==> src/rtl/hm_multipass_ctrl.sv <==
// Hashing-module controller: sequences NUM_PASSES chained hash passes per nonce
// and sweeps the nonce from a captured start to a captured end value.
module hm_multipass_ctrl #(
  parameter int NUM_PASSES = 3,
  parameter int PASS_W     = 2,
  parameter int ROUNDS     = 64,
  parameter int ROUND_W    = 6,
  parameter int NONCE_W    = 32
) (
  input  logic               clk,
  input  logic               n_rst,
  input  logic               begin_hash,
  input  logic               quit_hash,
  input  logic [NONCE_W-1:0] nonce_start,
  input  logic [NONCE_W-1:0] nonce_end,
  input  logic               valid_hash_flag,
  output logic               init,
  output logic               cnt_up,
  output logic [ROUND_W-1:0] round_idx,
  output logic               out_load,
  output logic               chain,
  output logic [PASS_W-1:0]  pass_sel,
  output logic [NONCE_W-1:0] nonce,
  output logic               increment,
  output logic               busy,
  output logic               hash_done,
  output logic               found,
  output logic               exhausted
);

  typedef enum logic [2:0] {
    IDLE, INIT, CALC, OUT_LOAD, CHECK, INCR, HOLD, EXHAUST
  } state_t;

  localparam logic [PASS_W-1:0]  LAST_PASS  = PASS_W'(NUM_PASSES - 1);
  localparam logic [ROUND_W-1:0] LAST_ROUND = ROUND_W'(ROUNDS - 1);

  state_t               state, state_n;
  logic [PASS_W-1:0]    pass_n;
  logic [ROUND_W-1:0]   round_n;
  logic [NONCE_W-1:0]   nonce_n, end_q, end_n;

  always_comb begin
    state_n = state;
    pass_n  = pass_sel;
    round_n = round_idx;
    nonce_n = nonce;
    end_n   = end_q;
    if (quit_hash) begin
      state_n = IDLE;
      pass_n  = '0;
      round_n = '0;
    end else begin
      case (state)
        IDLE, EXHAUST: begin
          if (begin_hash) begin
            nonce_n = nonce_start;
            end_n   = nonce_end;
            pass_n  = '0;
            state_n = INIT;
          end
        end
        INIT: begin
          round_n = '0;
          state_n = CALC;
        end
        CALC: begin
          // round_idx returns to 0 after the last round so it only ever
          // shows 0..ROUNDS-1, whatever ROUNDS is
          if (round_idx == LAST_ROUND) begin
            round_n = '0;
            state_n = OUT_LOAD;
          end else begin
            round_n = round_idx + ROUND_W'(1);
          end
        end
        OUT_LOAD: begin
          if (pass_sel == LAST_PASS) begin
            state_n = CHECK;
          end else begin
            pass_n  = pass_sel + PASS_W'(1);
            state_n = INIT;
          end
        end
        CHECK: begin
          if (valid_hash_flag)    state_n = HOLD;
          else if (nonce == end_q) state_n = EXHAUST;
          else                     state_n = INCR;
        end
        INCR: begin
          nonce_n = nonce + NONCE_W'(1);
          pass_n  = '0;
          state_n = INIT;
        end
        HOLD: begin
          if (begin_hash) state_n = (nonce == end_q) ? EXHAUST : INCR;
        end
        default: state_n = IDLE;
      endcase
    end
  end

  // Outputs are registered from the next-state decode, so they line up
  // with the state register and have no path from the inputs.
  always_ff @(posedge clk or negedge n_rst) begin
    if (!n_rst) begin
      state     <= IDLE;
      pass_sel  <= '0;
      round_idx <= '0;
      nonce     <= '0;
      end_q     <= '0;
      init      <= 1'b0;
      cnt_up    <= 1'b0;
      out_load  <= 1'b0;
      chain     <= 1'b0;
      increment <= 1'b0;
      busy      <= 1'b0;
      hash_done <= 1'b0;
      found     <= 1'b0;
      exhausted <= 1'b0;
    end else begin
      state     <= state_n;
      pass_sel  <= pass_n;
      round_idx <= round_n;
      nonce     <= nonce_n;
      end_q     <= end_n;
      init      <= (state_n == INIT);
      cnt_up    <= (state_n == CALC);
      out_load  <= (state_n == OUT_LOAD);
      chain     <= (pass_n != '0);
      increment <= (state_n == INCR);
      busy      <= (state_n != IDLE) && (state_n != HOLD) && (state_n != EXHAUST);
      hash_done <= (state_n == CHECK) || (state_n == HOLD) || (state_n == EXHAUST);
      found     <= (state_n == HOLD);
      exhausted <= (state_n == EXHAUST);
    end
  end

endmodule

==> config.mk <==
export PLATFORM = sky130hd
export DESIGN_NAME = hm_multipass_ctrl
export DESIGN_NICKNAME = d
export VERILOG_FILES = /design/src/rtl/hm_multipass_ctrl.sv
export SDC_FILE = /design/constraint.sdc
export NUM_CORES = 1
export LEC_CHECK = 0
export ABC_CLOCK_PERIOD_IN_PS = 5700
export BUFFER_PORTS_ARGS = -buffer_cell sky130_fd_sc_hd__buf_2
export CAP_MARGIN = 25
export CORE_MARGIN = 2
export CORE_UTILIZATION = 56
export CTS_CLUSTER_SIZE = 20
export DETAILED_ROUTE_END_ITERATION = 8
export PLACE_DENSITY = 0.84
export SYNTH_ARGS = -nofsm -noshare
export SYNTH_HDL_FRONTEND = slang
export SYNTH_SLANG_ARGS = --single-unit
==> constraint.sdc <==
create_clock -name clk -period 5.7 [get_ports clk]
set_input_delay 1.14 -clock clk [delete_from_list [all_inputs] [get_ports clk]]
set_output_delay 1.14 -clock clk [all_outputs]
set_load 0.03 [all_outputs]
==> results.py <==
metrics = {
    "run_status": {
        "status": "finished clean",
    },
    "critical_path": {
        "path_class": "primary input to register",
        "worstReg2RegEnd": "end_q[5]",
        "cp_cell_sequence": "buf_2 -> and4bb_1 -> a211oi_2 -> buf_4 -> nor2_2 -> buf_4 -> nand2_1 -> nand2_1",
        "endpoint": "end_q[5]",
        "cp-start-kind": "primary input",
        "startpoint": "quit_hash",
        "max_stage_delay_ns": 0.52,
        "required_ns": 6.00,
        "path_max_fanout": 24,
        "regToRegSetupSlack_ns": 3.32,
        "rr_startpoint": "state[2]",
        "crit_arrival_ns": 3.02,
        "crit_slowest_cell": "nor2_2",
        "r2r_cells": 7,
        "crit_path_end_kind": "register",
    },
    "clock_network": {
        "cts-htree-levels": 3,
        "clkSlewWorstSetupHoldPaths_ns": 0.08,
        "cts_buffers": 9,
        "worstSkewPairLatency_ns": 0.37,
        "cts_tree": "yes",
        "cts-hold-fix-buffers": 0,
        "clock-root-buffer": "clkbuf_8",
        "clock_sinks": 84,
        "cts_max_path_buffers": 2,
        "cts_resized": 0,
        "cts_setup_buffers": 0,
    },
    "pwr": {
        "power.density_nw_per_um2": 351,
        "power.leakage_nw": 2.59,
        "vdd_ir_drop_max_mv": 0.230,
    },
    "global_routing": {
        "grtUsageTotal": 0.304,
        "grt_pass1_vias": 4411,
        "antenna_found_initial": 0,
        "overflow": 0,
        "grt_first_pass_wirelength_um": 21300,
        "grt_max_degree": 85,
    },
    "sta": {
        "fin_setup_tns_ns": 0,
        "post-route-period-util": 0.477,
        "period_minus_slack_ns": 2.72,
        "skew_ns": 0.00886,
        "max_freq_ghz": 0.368,
        "worstMarginPinSlew_ns": 0.686,
        "finalMaxSlewViolations": 0,
        "hold_viol": 0,
        "slew_headroom": 0.541,
        "rsz0062_at_grt": "false",
        "setup_viol": 0,
        "finalWorstSetupSlack_ns": 2.98,
    },
    "drt": {
        "final_antenna_net_count": 0,
        "vias": 4691,
        "dr.pass1.iters": 6,
        "wl_per_cell_um": 17.5,
        "drt_iter0_drc": 511,
        "via_per_inst": 6.21,
        "drc": 0,
        "wl_um": 13200,
    },
    "finish": {
        "syn_to_final_growth_pct": 17.4,
        "multi_input_area_um2": 2370,
        "layout-drive-gt1-share": 0.229,
        "diodes": 0,
        "final_cells": 755,
        "regArea_um2": 2100,
        "num-nets-final": 718,
        "design_area_um2": 5490,
        "n_fill_cell": 687,
    },
    "synth": {
        "synth.area.top_cells": "dfrtp_1 45%, nand2_1 10%, xor2_1 6.2%",
        "synth_area_um2": 4670,
        "yosys_warnings": 0,
        "yosysTopAreaCellShare": 0.450,
        "yosysUniqueCellTypes": 55,
        "synth_nets": 619,
        "synthCells": 546,
        "synth_edf_count": 0,
        "synth_seq_cells": 84,
        "synth_ff_type": "dfrtp_1",
        "syn-mean-instance-area_um2": 8.56,
        "synthArstFlopShare": 1.00,
        "synth_seq_area_share": 0.450,
        "netlist_top_cells_count": "129 x nand2_1, 84 x dfrtp_1, 42 x a21oi_1",
        "synth.most_common_cell": "nand2_1",
        "synth_area_leader_cell": "dfrtp_1",
    },
    "floorplan": {
        "start_util": 0.575,
        "fp-row-count": 33,
        "die_h_um": 95.4,
        "core_area_um2": 8130,
        "die-area_um2": 9090,
        "die_x_um": 95.4,
        "io_pins": 118,
    },
    "placement": {
        "io_buffers": 117,
        "dp_hpwl_um": 9260,
        "place.gp.congestion": 0.929,
        "dp_cells": 737,
        "pre_cts_ws_ns": 2.62,
        "placed_cell_area_um2": 5250,
    },
    "run": {
        "drv_cap": 0,
    },
    "min_path": {
        "min_path_type": "register to register",
    },
}
## cells by family after synthesis
group,share of synthesized area
and+or+nand+nor,0.268
xor gates and xnor gates,0.0618
DFF,0.450
adders and majority gates,0.0107
AOI/OAI and AO/OA,0.167
buffers and inverters,0.0428
## where the power goes
part	switching, mW	internal [mW]
logic	0.388	0.218
clock network	0.215	0.194
registers	0.194	0.720
## cell type report
class,count,share of cell area
clock inverter,3,0.00365
multi-input combinational,419,0.433
clock buffer,13,0.0308
sequential,84,0.383
tap,105,0.0239
inverter,9,0.00616
timing repair buffer,122,0.120
## per-stage QoR
stage / total power, mW / utilization / hold slack (ns)
floorplan: 1.29 / - / 0.466
global placement: 1.49 / 0.646 / 0.480
detailed placement: 1.51 / 0.646 / 0.486
CTS: 1.92 / 0.669 / 0.504
global route: 2.04 / 0.675 / 0.534
finish: 1.93 / 0.675 / 0.502
## flip-flops by register name, summed over array words and instances, names as in the netlist, 2 cells and up
signal,cells
nonce,32
pass_sel,2
end_q,32
state,3
round_idx,6
## worst max-delay path: cells and delay by family
family                 cells  cell delay [ns]
AOI/OAI and AO/OA          1             0.06
buffers and inverters      3             0.78
and+or+nand+nor            4             1.02
## layer usage
metal  vias up  track usage  part of all wire
met5         -            0                 0
met4         0        0.100             0.019
met3        31       0.0704             0.087
met2       245        0.499              0.49
met1      2272        0.399              0.40
li1       2143            -                 -
## worst min path at each step
stage,from,endpoint,cells after the start
after floorplan,end_q[0],end_q[0],2
after global placement,end_q[5],end_q[5],2
after detailed placement,end_q[15],end_q[15],2
after CTS,end_q[15],end_q[15],2
after global routing,end_q[17],end_q[17],2
final,end_q[15],end_q[15],2
## cell usage in the layout (no fill, tap or decap), types with 2 or more instances in the layout
master,instances
o221ai_1,2
and4_1,8
a31oi_1,4
nor3_1,14
nand2_1,129
o31ai_1,7
xor2_1,33
nand3_1,19
o21a_1,3
a21o_2,2
inv_1,9
buf_4,4
or3_1,6
clkbuf_8,12
dfrtp_1,84
and3_1,4
a2bb2oi_1,4
o22a_1,4
o21ai_0,26
clkinvlp_4,2
nand4_1,19
buf_2,116
nor2_1,26
nor4_1,10
or2_2,2
o32ai_1,3
nand4b_1,2
a211o_1,2
o311ai_0,2
a21oi_1,42
o22ai_1,11
nor2b_1,4
nand2b_1,4
a211oi_1,3
ha_1,4
Note: power is estimated with default switching activity, not from simulation.
